## src/rtl/rr_arbiter8_pkg.sv

```systemverilog
// Shared arbiter types and helpers: FSM state encoding, default requester
// count, and a one-hot to binary index converter for grant checkers.
package arb_pkg;

  localparam int ARB_N     = 8;
  localparam int ARB_IDX_W = $clog2(ARB_N);

  typedef enum logic {
    IDLE  = 1'b0,
    GRANT = 1'b1
  } arb_state_e;

  // OR-reduce the indices of set bits; exact for one-hot or zero inputs.
  function automatic logic [ARB_IDX_W-1:0] onehot_to_idx(input logic [ARB_N-1:0] oh);
    logic [ARB_IDX_W-1:0] idx;
    idx = '0;
    for (int i = 0; i < ARB_N; i++)
      if (oh[i]) idx = idx | ARB_IDX_W'(i);
    return idx;
  endfunction

endpackage

```

## src/rtl/rr_arbiter8_if.sv

```systemverilog
// Request/grant bundle between the arbiter and its requesters/consumer.
// master: the arbiter (drives grants). slave: requesters and beat consumer.
interface rr_arbiter8_if #(
  parameter int N     = 8,
  parameter int IDX_W = 3
);
  logic [N-1:0]     req;
  logic             ack;
  logic             last;
  logic [N-1:0]     gnt;
  logic [IDX_W-1:0] gnt_idx;
  logic             gnt_valid;

  modport master (input req, ack, last, output gnt, gnt_idx, gnt_valid);
  modport slave  (output req, ack, last, input gnt, gnt_idx, gnt_valid);
endinterface

```

## src/rtl/rr_arbiter8_pick.sv

```systemverilog
// Round-robin winner selection: rotate requests so 'base' sits at bit 0,
// take the lowest set bit, then add 'base' back modulo N.
module rr_pick #(
  parameter int N     = 8,
  parameter int IDX_W = 3
) (
  input  logic [N-1:0]     req,
  input  logic [IDX_W-1:0] base,
  output logic             any,
  output logic [IDX_W-1:0] win_idx
);

  logic [N-1:0]   rot;
  logic [IDX_W-1:0] off;
  logic [IDX_W:0]   sum;

  // rotate-right, fixed-priority find-first, then un-rotate
  always_comb begin
    for (int i = 0; i < N; i++) begin
      int j;
      j = i + int'(base);
      if (j >= N) j = j - N;
      rot[i] = req[j];
    end
    off = '0;
    for (int i = N - 1; i >= 0; i--)
      if (rot[i]) off = IDX_W'(i);
    sum = {1'b0, off} + {1'b0, base};
    if (sum >= (IDX_W+1)'(N)) sum = sum - (IDX_W+1)'(N);
    win_idx = sum[IDX_W-1:0];
    any     = |req;
  end

endmodule

```

## src/rtl/rr_arbiter8.sv

```systemverilog
// Round-robin arbiter with held multi-beat grants. Grants are registered in
// both one-hot and binary form; every grant is followed by one idle cycle so
// downstream mux selects only move while gnt_valid is low.
module rr_arbiter8
  import arb_pkg::*;
#(
  parameter int N         = ARB_N,
  parameter int IDX_W     = $clog2(N),
  parameter int MAX_BEATS = 16
) (
  input  logic        clk,
  input  logic        reset_n,
  rr_arbiter8_if.master bus
);

  localparam int CNT_W = (MAX_BEATS > 1) ? $clog2(MAX_BEATS) : 1;

  arb_state_e       state_q, state_d;
  logic [N-1:0]     gnt_q,   gnt_d;
  logic [IDX_W-1:0] idx_q,   idx_d;
  logic [IDX_W-1:0] ptr_q,   ptr_d;
  logic [CNT_W-1:0] cnt_q,   cnt_d;

  logic             any;
  logic [IDX_W-1:0] win_idx;
  logic             rel;

  rr_pick #(.N(N), .IDX_W(IDX_W)) u_pick (
    .req     (bus.req),
    .base    (ptr_q),
    .any     (any),
    .win_idx (win_idx)
  );

  // Release: final beat, beat limit reached, or owner withdrew its request.
  assign rel = (bus.ack && (bus.last || cnt_q == CNT_W'(MAX_BEATS - 1)))
             || !bus.req[idx_q];

  // state register
  always_ff @(posedge clk or negedge reset_n) begin
    if (!reset_n) state_q <= IDLE;
    else          state_q <= state_d;
  end

  // next-state logic
  always_comb begin
    state_d = state_q;
    case (state_q)
      IDLE:    if (any) state_d = GRANT;
      GRANT:   if (rel) state_d = IDLE;
      default: state_d = IDLE;
    endcase
  end

  // grant, pointer and beat-count next values
  always_comb begin
    gnt_d = gnt_q;
    idx_d = idx_q;
    ptr_d = ptr_q;
    cnt_d = cnt_q;
    case (state_q)
      IDLE: begin
        if (any) begin
          gnt_d = N'(1) << win_idx;
          idx_d = win_idx;
          cnt_d = '0;
        end
      end
      GRANT: begin
        if (rel) begin
          gnt_d = '0;
          idx_d = '0;
          ptr_d = (idx_q == IDX_W'(N - 1)) ? '0 : idx_q + IDX_W'(1);
        end else if (bus.ack) begin
          cnt_d = cnt_q + CNT_W'(1);
        end
      end
      default: begin
        gnt_d = '0;
        idx_d = '0;
      end
    endcase
  end

  // datapath registers
  always_ff @(posedge clk or negedge reset_n) begin
    if (!reset_n) begin
      gnt_q <= '0;
      idx_q <= '0;
      ptr_q <= '0;
      cnt_q <= '0;
    end else begin
      gnt_q <= gnt_d;
      idx_q <= idx_d;
      ptr_q <= ptr_d;
      cnt_q <= cnt_d;
    end
  end

  assign bus.gnt       = gnt_q;
  assign bus.gnt_idx   = idx_q;
  assign bus.gnt_valid = (state_q == GRANT);

  // grant is one-hot matching the index while held, all-zero when idle
  a_gnt_onehot : assert property (@(posedge clk) disable iff (!reset_n)
    (state_q == IDLE) ? (gnt_q == '0 && idx_q == '0)
                      : (gnt_q == (N'(1) << idx_q)));

endmodule

```

## src/flat_wrapper.sv

```systemverilog
// flat-port wrapper written by rule: the top's interface ports become plain ports
module rr_arbiter8_flat import arb_pkg::*;
#(
  parameter int N         = ARB_N,
  parameter int IDX_W     = $clog2(N),
  parameter int MAX_BEATS = 16
)
  (clk, reset_n, bus_req, bus_ack, bus_last, bus_gnt, bus_gnt_idx, bus_gnt_valid);
  rr_arbiter8_if #(.N(N), .IDX_W(IDX_W)) bus_i ();
  input  logic clk;
  input  logic reset_n;
  input wire logic [$bits(bus_i.req)-1:0] bus_req;
  input wire logic [$bits(bus_i.ack)-1:0] bus_ack;
  input wire logic [$bits(bus_i.last)-1:0] bus_last;
  output wire logic [$bits(bus_i.gnt)-1:0] bus_gnt;
  output wire logic [$bits(bus_i.gnt_idx)-1:0] bus_gnt_idx;
  output wire logic [$bits(bus_i.gnt_valid)-1:0] bus_gnt_valid;
  assign bus_i.req = bus_req;
  assign bus_i.ack = bus_ack;
  assign bus_i.last = bus_last;
  assign bus_gnt = bus_i.gnt;
  assign bus_gnt_idx = bus_i.gnt_idx;
  assign bus_gnt_valid = bus_i.gnt_valid;
  rr_arbiter8 #(.N(N), .IDX_W(IDX_W), .MAX_BEATS(MAX_BEATS)) u_core (.clk(clk), .reset_n(reset_n), .bus(bus_i));
endmodule
```

## config.mk

```make
export PLATFORM = sky130hd
export DESIGN_NAME = rr_arbiter8_flat
export DESIGN_NICKNAME = d
export VERILOG_FILES = /design/src/rtl/rr_arbiter8_pkg.sv /design/src/rtl/rr_arbiter8_if.sv /design/src/rtl/rr_arbiter8_pick.sv /design/src/rtl/rr_arbiter8.sv /design/src/flat_wrapper.sv
export SDC_FILE = /design/constraint.sdc
export NUM_CORES = 1
export LEC_CHECK = 0
export BUFFER_PORTS_ARGS = -buffer_cell sky130_fd_sc_hd__buf_2
export CORE_MARGIN = 2
export CORE_UTILIZATION = 40
export CTS_BUF_LIST = sky130_fd_sc_hd__clkbuf_8
export DETAILED_ROUTE_END_ITERATION = 7
export SYNTH_ARGS = -nofsm -noshare
export SYNTH_HDL_FRONTEND = slang
export SYNTH_SLANG_ARGS = --single-unit
```

## constraint.sdc

```tcl
create_clock -name clk -period 3.9 [get_ports clk]
set_input_delay 0.195 -clock clk [delete_from_list [all_inputs] [get_ports clk]]
set_output_delay 0.195 -clock clk [all_outputs]
set_load 0.01 [all_outputs]
```

Yosys cells after proc, flatten, opt, wreduce, memory -nomap -nowiden. Cells that the tools add are included.

Logic and storage cells: 115. Output and inout bits: 12. Bits in registers: 19. Bits of input ports: 12.

Shifts and indexed selects: 1. Bitwise operators: 1. Magnitude comparators: 18. $add $sub $neg: 19. Equality and inequality tests: 6. Mux-type cells: 57. Reductions and logical operators: 8.

Operators by type and width (number): $lt 32x5->1 const B (8); $mux 32 (8); $mux 3 (12); $sub 4x4->5 const B (7); $ge 4x4->1 const B (8); $bmux 1 s3 (9); $mux 1 (19); $add 3x3->4 const A (4); $mux 8 (2); $pmux 8 s2 (1); $mux 4 (3); $add 2x3->4 const A (2); $pmux 4 s2 (1); $reduce_or 8->1 (1); $shl 1x3->8 const A (1); $ne 2x2->1 const B (3); $pmux 3 s2 (1); $sub 3x4->5 const B (1); $add 1x3->4 const A (1); $add 3x3->4 (1); $add 4x1->4 const B (1); $eq 4x4->1 const B (1); $ge 3x4->1 const B (1); $lt 3x4->1 const B (1); 11 further kinds (13).

Longest topological paths before layout. Gate-level depths: netlist of the first run.

Word-level depth: 20. Gate-level depth with buffers: 17. Mapped depth without buffers: 15.

By module. From an unflattened synthesis of the first run, not the netlist that was laid out.

Cell total of the unflattened synthesis: 151. Area total of the unflattened synthesis: 1631.6 sq um.

Modules (own cells, without submodules): rr_arbiter8 (cells each 87, times used 1, area each 965.9 sq um, seq. area each 475.5 sq um); rr_pick (cells each 64, times used 1, area each 665.6 sq um, seq. area each 0.0 sq um).

Worst setup path after synthesis of the first run. Ideal clock, no wire load.

Kind: register to register. From: register u_core.ptr_q[0]. To: register u_core.gnt_q[6] (netlist: u_core.bus.gnt[6]). Cell stages (with the launch flop): 18. Data arrival time: 3.662 ns. Period minus slack after synthesis: 3.731 ns. Library setup time: 0.069 ns. Slack: 0.169 ns. Cells stage by stage: dfrtp_1 buf_6 inv_2 ha_1 buf_6 mux2i_1 mux4_2 nand2b_1 o21ai_0 nand2_1 a221oi_1 ha_1 inv_1 fa_1 xnor2_1 nor4b_1 o21ai_0 nand3_1.

Word-level cells in the longest chain between the ends: 20.

RTL lines: start: declaration (RTL line rr_arbiter8.sv:21) `logic [IDX_W-1:0] ptr_q, ptr_d;`; start signal: assignment (RTL line rr_arbiter8.sv:95) `ptr_q <= ptr_d;`; $add 3x3->4 (RTL line rr_arbiter8_pick.sv:21) `j = i + int'(base);`; $sub 4x4->5 / $ge 4x4->1 (equally long branches) (RTL line rr_arbiter8_pick.sv:22) `if (j >= N) j = j - N;`; $mux 32 (RTL line rr_arbiter8_pick.sv:22); $bmux 1 s3 (RTL line rr_arbiter8_pick.sv:23) `rot[i] = req[j];`; $mux 1 (implied by the code) (2 in a row) (RTL line rr_arbiter8_pick.sv:23); $mux 3 (8 in a row) (RTL line rr_arbiter8_pick.sv:27) `if (rot[i]) off = IDX_W'(i);`; $add 3x3->4 * (RTL line rr_arbiter8_pick.sv:28) `sum = {1'b0, off} + {1'b0, base};`; $ge 4x4->1 / $sub 3x1->3 (equally long branches) (RTL line rr_arbiter8_pick.sv:29) `if (sum >= (IDX_W+1)'(N)) sum = sum - (IDX_W+1)'(N);`; $mux 3 * (RTL line rr_arbiter8_pick.sv:29); $shl 1x3->8 * (RTL line rr_arbiter8.sv:64) `gnt_d = N'(1) << win_idx;`; $mux 8 * (RTL line rr_arbiter8.sv:63) `if (any) begin`; $pmux 8 s2 * (RTL line rr_arbiter8.sv:61) `case (state_q)`; end signal: assignment (RTL line rr_arbiter8.sv:93) `gnt_q <= gnt_d;`; end: declaration (RTL line rr_arbiter8.sv:19) `logic [N-1:0] gnt_q, gnt_d;`.

Every way passes the cells marked *; elsewhere a longest branch is shown, timed or not. The select of a mux whose other input is x is not followed. A chain may end at the register's enable or synchronous reset.

Worst setup path after layout of the first run.
From: register u_core.ptr_q[0]. To: register u_core.gnt_q[1] (netlist: u_core.bus.gnt[1]).

Same word-level chain as after synthesis.

==> results of run 1 <==
## logic make-up (layout without fill, tap and decap cells)
family	count (synthesis)	count (layout)	share of synthesized area, %
simple gates	62	62	19.9
compound gates	28	28	10.9
mux	26	26	27.1
flops	19	19	27.4
buf+inv	16	40	6.70
fa+ha+maj	7	7	5.47
xor+xnor	5	5	2.52
## layout by cell type, fill, tap and decap left out, types with 2 or more instances in the layout
master	instances
a21oi_1	3
and4b_1	2
buf_2	23
buf_4	6
clkbuf_8	3
dfrtp_1	19
ha_1	5
inv_1	5
mux2_2	3
mux2i_1	7
mux4_1	4
mux4_2	10
nand2_1	15
nand2b_1	3
nand3_1	19
nand4_1	2
nor2_1	4
nor3b_1	2
nor4_1	3
nor4b_2	2
o21ai_0	12
xnor2_1	2
xor2_1	2
## final timing paths
kind | slack (ps) | cells after the start | endpoint
setup / recovery | 230 | 16 | u_core.bus.gnt[1]
hold / removal | 390 | 2 | u_core.bus.gnt[7]
setup reg to reg | 230 | 16 | u_core.bus.gnt[1]
hold reg to reg | 490 | 2 | u_core.bus.gnt[0]
max in group asynchronous | 3200 | 2 | u_core.ptr_q[2]
min in group clk | 410 | 4 | u_core.bus.gnt_valid
## state kept, by name, indices dropped and copies added, names as in the netlist
register / cells
u_core.bus.gnt: 8
u_core.bus.gnt_idx: 3
u_core.bus.gnt_valid: 1
u_core.cnt_q: 4
u_core.ptr_q: 3
## worst reg2reg max path: cells and delay by family (launching register included)
| kind | cells | cell delay (ps) |
|---|---|---|
| simple gates | 4 | 590 |
| flops | 1 | 390 |
| fa+ha+maj | 3 | 950 |
| xor+xnor | 1 | 180 |
| buf+inv | 3 | 340 |
| compound gates | 3 | 490 |
| mux | 2 | 670 |
## final cells by class
class                   count  area [um2]  area share [%]
multi-input cells         128        1170            60.1
clock inverters             1        5.00           0.257
well taps                  50        62.6            3.22
repair buffers             30         170            8.75
inverters                   6        22.5            1.16
flip-flops and latches     19         475            24.4
clock buffers               3        41.3            2.12
## where the power goes
group          switching [mW]  total (mW)  internal, mW
Combinational           0.819        1.52         0.701
Sequential             0.0620       0.324         0.262
Clock                  0.0688       0.140        0.0711
Total                   0.950        1.98          1.03
## what timing repair did
item,CTS,global route
endpoints found under the hold margin,19,0
hold buffers,1,0
endpoints found under the setup margin,0,8
resized for setup,0,4
## routing by layer
metal  GRT usage (%)  wire, um  share of wire [%]
met5               0         0                  0
met4            2.56        40                1.0
met3            3.61       205                5.3
met2            27.0      1840                 48
met1            22.3      1770                 46
==> impl_metrics.toml, run 1 <==
[cells_and_area]
drive_gt1_share_pct = 31.6
nNetsFinal = 207
n_antenna_cell = 0
fin_util_pct = 47.6
area_delta_synth_final_pct = 12.0
num-fill-cells = 399
fin_area_um2 = 1950
final_cells = 237

[place]
gp_congestion = 0.827
placed_area_um2 = 1870
dp_hpwl_um = 2900
dp_cells = 232
preCtsSetupSlack_ps = 95.1
port_buffers = 23

[logic_synthesis]
synth_ff_type = "dfrtp_1"
async_flop_share_pct = 100
synth_edf_count = 0
synth_top_area_share_pct = 27.4
synth_cell_types = 51
avgSynthCellArea_um2 = 10.7
ys_warn_count = 0
synthTopCellsByArea = "dfrtp_1, mux4_2, mux4_1"
ys_ff_latch = 19
yosys-top-cells-count = "dfrtp_1, nand3_1, nand2_1"
synth_seq_area_share_pct = 27.4
syn_area_um2 = 1740
netlist.top_cell.by_area = "dfrtp_1"
postSynthNetCount = 182
synthCells = 163

[run_status]
status = "complete, no violations"

[die]
fp.coreArea_um2 = 4090
row_count = 23
num_io_pins = 24
dieArea_um2 = 4890
die_w_um = 69.9
start_util_pct = 42.5
dieHeight_um = 69.9

[cts]
cts_setup_buffers = 0
clock_path_buffers = 2
cts.sinks = 19
cts_tree = "done"
htree_levels = 1
clk_pin_slew_ps = 80
clock_latency_ps = 260
root_buffer = "clkbuf_8"
cts-buffers-inserted = 3

[setup_path]
slowest_stage = "mux4_2"
crit_required_ps = 4100
max_stage_delay_ps = 470
worst_path_most_repeated_cell = "o21ai_0"
critPathKind = "flip-flop to flip-flop"
reg2reg_from = "u_core.ptr_q[0]"
worst-path-buf-inv = 3
critPathTopFamily = "adder cells"
crit_chain = "inv_2 -> ha_2 -> mux2i_1 -> mux4_2 -> nand2b_1 -> o21ai_0 -> nand2_1 -> a221oi_1 -> ha_1 -> inv_1 -> fa_1 -> xnor2_2 -> buf_4 -> nor3b_1 -> o21ai_0 -> nand3_1"
critPathArrivalTime_ps = 3870
cp-end-kind = "flip-flop"
critPathLaunch = "u_core.ptr_q[0]"
startpoint_type = "flip-flop"
crit_fanout = 6

[drt]
ant_nets = 0
finalWirelength_um = 3850
vias_per_cell = 6.04
drc_errors = 0
drt-initial-drc-count = 42
wire_per_inst_um = 16.3
vias = 1431
firstDrtPassIters = 4

[global_route]
grt_pass1_vias = 1396
grt-ovfl-total = 0
antenna_found_initial = 0
grt_usage_pct = 16.3
grt_max_degree = 20
grt_pass1_wl_um = 6550

[flow_run]
cap_violations = 0

[timing]
clock.fmax_mhz = 273
hold_slack_ps = 393
tightest_slew_ps = 597
setup_viol = 0
timing.final.hold_violations = 0
finalCritPeriodShare_pct = 94.1
tns_ps = 0
drv_slew = 0
maxSlewHeadroom_pct = 59.9
fin_ws_ps = 232
finClkSkew_ps = 6.05
rsz0062_at_grt = "no"
finalCriticalPeriod_ps = 3670

[pwr]
p_total_mw = 1.98
vdd_ir_drop_max_v = 0.000495
leakage_nw = 0.875
p_per_area_nw_per_um2 = 1020

[worst_hold_path]
min_path_type = "input port to async pin"
Note: power is estimated with default switching activity, not from simulation.
==> inputs of run 2 (changes only) <==
Settings changed: CORE_UTILIZATION 40 to 54, PLACE_DENSITY set to 0.79.
==> impl_metrics.toml, run 2 (synthesis gave the netlist of run 1 again) <==
[pwr]
p_switching_uw = 951
leakage_nw = 0.871
internal_power_mw = 1.02
swShare_pct = 48.3
p_clk_share_pct = 7.2
vdd_ir_drop_max_v = 0.000438
p_comb_share_pct = 76.4
seqPwrFrac_pct = 16.4
p_per_area_nw_per_um2 = 1020

[flow_run]
cap_violations = 0

[timing]
drv_slew = 0
finalCriticalPeriod_ps = 3720
finalCritPeriodShare_pct = 95.5
finClkSkew_ps = 8.92
setup_viol = 0
clock.fmax_mhz = 269
hold_slack_ps = 410
timing.final.hold_violations = 0
tns_ps = 0
tightest_slew_ps = 644
rsz0062_at_grt = "yes"
maxSlewHeadroom_pct = 56.8

[cells_and_area]
n_antenna_cell = 0
largest_reg_flops = 8
nNetsFinal = 206
drive_gt1_share_pct = 31.2
final_common_cell = "buf_2"
area_delta_synth_final_pct = 11.1
final_cell_mix = "buf_2, nand3_1, dfrtp_1"

[setup_path]
crit_fanout = 7
reg2reg_from = "u_core.ptr_q[0]"
critPathArrivalTime_ps = 3930
reg2reg_depth = 16
critPathKind = "flip-flop to flip-flop"
startpoint_type = "flip-flop"
cp-end-kind = "flip-flop"
crit_required_ps = 4100
timing.rr.end = "u_core.bus.gnt[1]"
ff2ff_setup_slack_ps = 180

[cts]
clock_path_buffers = 2
htree_levels = 1
cts_tree = "done"
root_buffer = "clkbuf_8"
cts.sinks = 19
cts-buffers-inserted = 3
clk_pin_slew_ps = 80
clock_latency_ps = 260

[place]
dp_hpwl_um = 2850
gp_congestion = 0.896
port_buffers = 23

[drt]
drt-initial-drc-count = 84
vias = 1433
dr.max_layer_used = "met4"
finalWirelength_um = 3890
drc_errors = 0
wl_met1_um = 1770
vias_per_cell = 6.23
wire_per_inst_um = 16.9
wl_met3_um = 130
ant_nets = 0
routed-wl-met2_um = 1920
firstDrtPassIters = 4

[global_route]
grt_usage_pct = 23.7
grt_pass1_wl_um = 6580
antenna_found_initial = 0
grt_max_degree = 20
grt-ovfl-total = 0
grt_pass1_vias = 1483

[run_status]
status = "complete, no violations"

[die]
dieArea_um2 = 3690
die_w_um = 60.7
row_count = 20
num_io_pins = 24
fp.coreArea_um2 = 3050
dieHeight_um = 60.7
start_util_pct = 56.9

[worst_hold_path]
min_path_type = "input port to async pin"
[run 2: metrics by stage]
step / setup slack [ps] / instance area (um2) / total power [mW] / util [%] / instances
5_1_grt: -28.6 / 1930 / 2.14 / 63.2 / 230
2_1_floorplan: 169 / 1740 / 1.53 / - / 163
3_5_place_dp: 44.1 / 1850 / 1.76 / 60.7 / 225
6_report: 176 / 1930 / 1.97 / 63.2 / 230
3_3_place_gp: 234 / 1850 / 1.68 / 60.7 / 225
4_1_cts: 32.3 / 1910 / 1.91 / 62.5 / 230
[run 2: power by group through the flow]
stage	Combinational [mW]	Sequential (mW)	Clock (mW)
6_report	1.50	0.324	0.142
5_1_grt	1.66	0.334	0.151
4_1_cts	1.44	0.323	0.144
3_5_place_dp	1.43	0.327	0
3_3_place_gp	1.36	0.323	0
2_1_floorplan	1.20	0.325	0
[run 2: worst max path at each step]
stage	from	to	slack (ps)	depth (start not counted)
finish	u_core.ptr_q[0]	u_core.bus.gnt[1]	180	16
global placement	u_core.ptr_q[0]	u_core.bus.gnt[4]	230	16
CTS	u_core.ptr_q[0]	u_core.bus.gnt[5]	30	16
detailed placement	u_core.ptr_q[0]	u_core.bus.gnt[5]	40	16
global route	u_core.ptr_q[1]	u_core.bus.gnt[2]	-30	11
floorplan	u_core.ptr_q[0]	u_core.bus.gnt[6]	170	17
[run 2: per-layer routing]
layer | track usage, % | vias to the layer above
met5 | 0 | -
met4 | 6.83 | 0
met3 | 4.48 | 8
met2 | 39.0 | 32
met1 | 31.9 | 716
li1 | - | 677
[run 2: cell type report]
| cell class | count | area [um2] |
|---|---|---|
| clock buffers | 3 | 41.3 |
| clock inverters | 1 | 5.00 |
| fillers | 260 | 1120 |
| inverters | 6 | 22.5 |
| multi-input cells | 128 | 1170 |
| flip-flops and latches | 19 | 475 |
| well taps | 44 | 55.1 |
| repair buffers | 29 | 163 |
[run 2: timing repair]
action | in CTS | in global routing
endpoints found under the setup margin | 0 | 9
gates resized for setup | 0 | 4
hold buffers | 1 | 0
setup buffers | 0 | 0
endpoints found under the hold margin | 19 | 0
[run 2: worst max-delay path, cell delays in order, from the launching register on]
cell and delay, ps:
dfrtp_1 390, inv_2 130, ha_2 350, mux2i_1 210, mux4_2 470, nand2b_1 150, o21ai_0 70, nand2_1 90
a221oi_2 290, ha_1 200, inv_1 50, fa_1 400, xnor2_2 180, buf_4 170, nor3b_1 290, o21ai_0 140
nand3_1 90
==> inputs of run 3 (changes only) <==
Settings changed: ABC_AREA set to 1, CORE_UTILIZATION 54 to 40, PLACE_DENSITY 0.79 to unset.
==> impl_metrics.toml, run 3 <==
[run_status]
status = "complete, no violations"

[flow_run]
cap_violations = 0

[logic_synthesis]
synth_top_area_share_pct = 29.5
async_flop_share_pct = 100
synthTopCellsByArea = "dfrtp_1, nand2_1, nand3_1"
synthCells = 230
synth_edf_count = 0
yosysMostFrequentCell = "nand2_1"
ys_ff_latch = 19
netlist.top_cell.by_area = "dfrtp_1"
postSynthNetCount = 249
avgSynthCellArea_um2 = 7.01
synth_seq_area_share_pct = 29.5
synth_cell_types = 32
yosys-top-cells-count = "nand2_1, nand3_1, dfrtp_1, inv_1, nor2_1"
synth_ff_type = "dfrtp_1"
ys_warn_count = 0
syn_area_um2 = 1610

[cells_and_area]
final_common_cell = "nand2_1"
area_delta_synth_final_pct = 12.5
nNetsFinal = 274
n_antenna_cell = 0
drive_gt1_share_pct = 22.0
fin_area_um2 = 1810
largest_reg_flops = 8
final_cell_mix = "nand2_1, nand3_1, buf_2"

[timing]
setup_viol = 0
maxSlewHeadroom_pct = 65.9
tns_ps = 0
clock.fmax_mhz = 302
drv_slew = 0
finalCritPeriodShare_pct = 85.0
rsz0062_at_grt = "no"
tightest_slew_ps = 510
finClkSkew_ps = 3.45
timing.final.hold_violations = 0
finalCriticalPeriod_ps = 3310

[setup_path]
critPathArrivalTime_ps = 3470
cp-end-kind = "flip-flop"
timing.rr.end = "u_core.bus.gnt[2]"
startpoint_type = "flip-flop"
crit_fanout = 8
critPathKind = "flip-flop to flip-flop"
ff2ff_setup_slack_ps = 590
reg2reg_depth = 19
crit_required_ps = 4050
reg2reg_from = "u_core.ptr_q[1]"

[drt]
finalWirelength_um = 3620
ant_nets = 0
vias_per_cell = 5.05
vias = 1536
drc_errors = 0
wire_per_inst_um = 11.9
drt-initial-drc-count = 44
firstDrtPassIters = 4

[global_route]
grt_pass1_wl_um = 6180
grt_pass1_vias = 1385
grt_max_degree = 20
grt_usage_pct = 17.6
grt-ovfl-total = 0
antenna_found_initial = 0

[pwr]
vdd_ir_drop_max_v = 0.000483
p_total_mw = 1.85
leakage_nw = 0.993
p_per_area_nw_per_um2 = 1020

[cts]
clock_latency_ps = 260
root_buffer = "clkbuf_8"
cts_tree = "done"
ctsResizeCount = 0
cts.sinks = 19
htree_levels = 1
cts-buffers-inserted = 3
clock_path_buffers = 2
clk_pin_slew_ps = 80
cts_setup_buffers = 0
cts_hold_buf = 1

[die]
start_util_pct = 40.9
dieHeight_um = 67.5
row_count = 23
fp.coreArea_um2 = 3940
num_io_pins = 24
die_w_um = 67.5
dieArea_um2 = 4560

[place]
port_buffers = 23
placed_area_um2 = 1760
dp_hpwl_um = 2840
gp_congestion = 0.775

[worst_hold_path]
hp-start = "bus_last"
min_path_type = "input port to flip-flop"
hold_end = "u_core.bus.gnt_valid"
min_delay_path_depth = 4
-- run 3: cell families after synthesis --
kind of cell	share of synthesized area [%]
adders and majority gates	5.90
xor gates and xnor gates	3.26
AOI/OAI and AO/OA	6.05
buffers and inverters	7.91
DFF	29.5
and+or+nand+nor	47.4
-- run 3: worst max-delay path: stages, from the launching register on --
cell and delay [ps]:
dfrtp_1 540, inv_2 160, ha_1 390, inv_1 100, nand3_1 120, nand3_1 80
nand2_1 110, nand2_1 70, a21oi_1 120, o21bai_1 70, a21oi_1 160, ha_1 160
inv_1 40, fa_1 360, xor2_1 270, inv_1 120, nand3_4 130, nand2_4 80
nand3_1 70, nand2_1 60
-- run 3: cell type report --
| class | count | area (um2) |
|---|---|---|
| inverter | 22 | 87.6 |
| multi-input combinational | 184 | 1010 |
| timing repair buffer | 25 | 133 |
| clock inverter | 1 | 5.00 |
| clock buffer | 3 | 41.3 |
| sequential | 19 | 475 |
| tap | 50 | 62.6 |
| fill | 421 | 2130 |
-- run 3: per-layer routing --
metal	vias up	track usage, %	wire length, um	share of wire, %
met5	-	0	0	0
met4	0	5.36	23	0.64
met3	2	1.50	81	2.2
met2	20	29.7	1690	47
met1	702	23.9	1820	50
li1	812	-	-	-
-- run 3: worst max-delay path by stage --
stage,start,end,slack (ps)
6_report,u_core.ptr_q[1],u_core.bus.gnt[2],590
5_1_grt,u_core.ptr_q[1],u_core.bus.gnt[2],260
4_1_cts,u_core.ptr_q[1],u_core.bus.gnt[2],540
3_5_place_dp,u_core.ptr_q[1],u_core.bus.gnt[3],550
3_3_place_gp,u_core.ptr_q[1],u_core.bus.gnt[2],650
2_1_floorplan,u_core.ptr_q[0],u_core.bus.gnt[1],990
-- run 3: through the flow --
step / worst slack (ps) / hold slack, ps / utilization (%) / cells
final: 586 / 303 / 46.0 / 304
after global routing: 263 / 353 / 46.0 / 304
after CTS: 543 / 308 / 46.0 / 304
after detailed placement: 546 / 171 / 44.6 / 299
after global placement: 647 / 167 / 44.6 / 299
after floorplan: 988 / -101 / - / 230
-- run 3: power by group --
| group | switching [mW] | internal, mW | total (mW) |
|---|---|---|---|
| Sequential | 0.0837 | 0.271 | 0.355 |
| Clock | 0.0697 | 0.0711 | 0.141 |
| Combinational | 0.877 | 0.476 | 1.35 |
| Total | 1.03 | 0.818 | 1.85 |
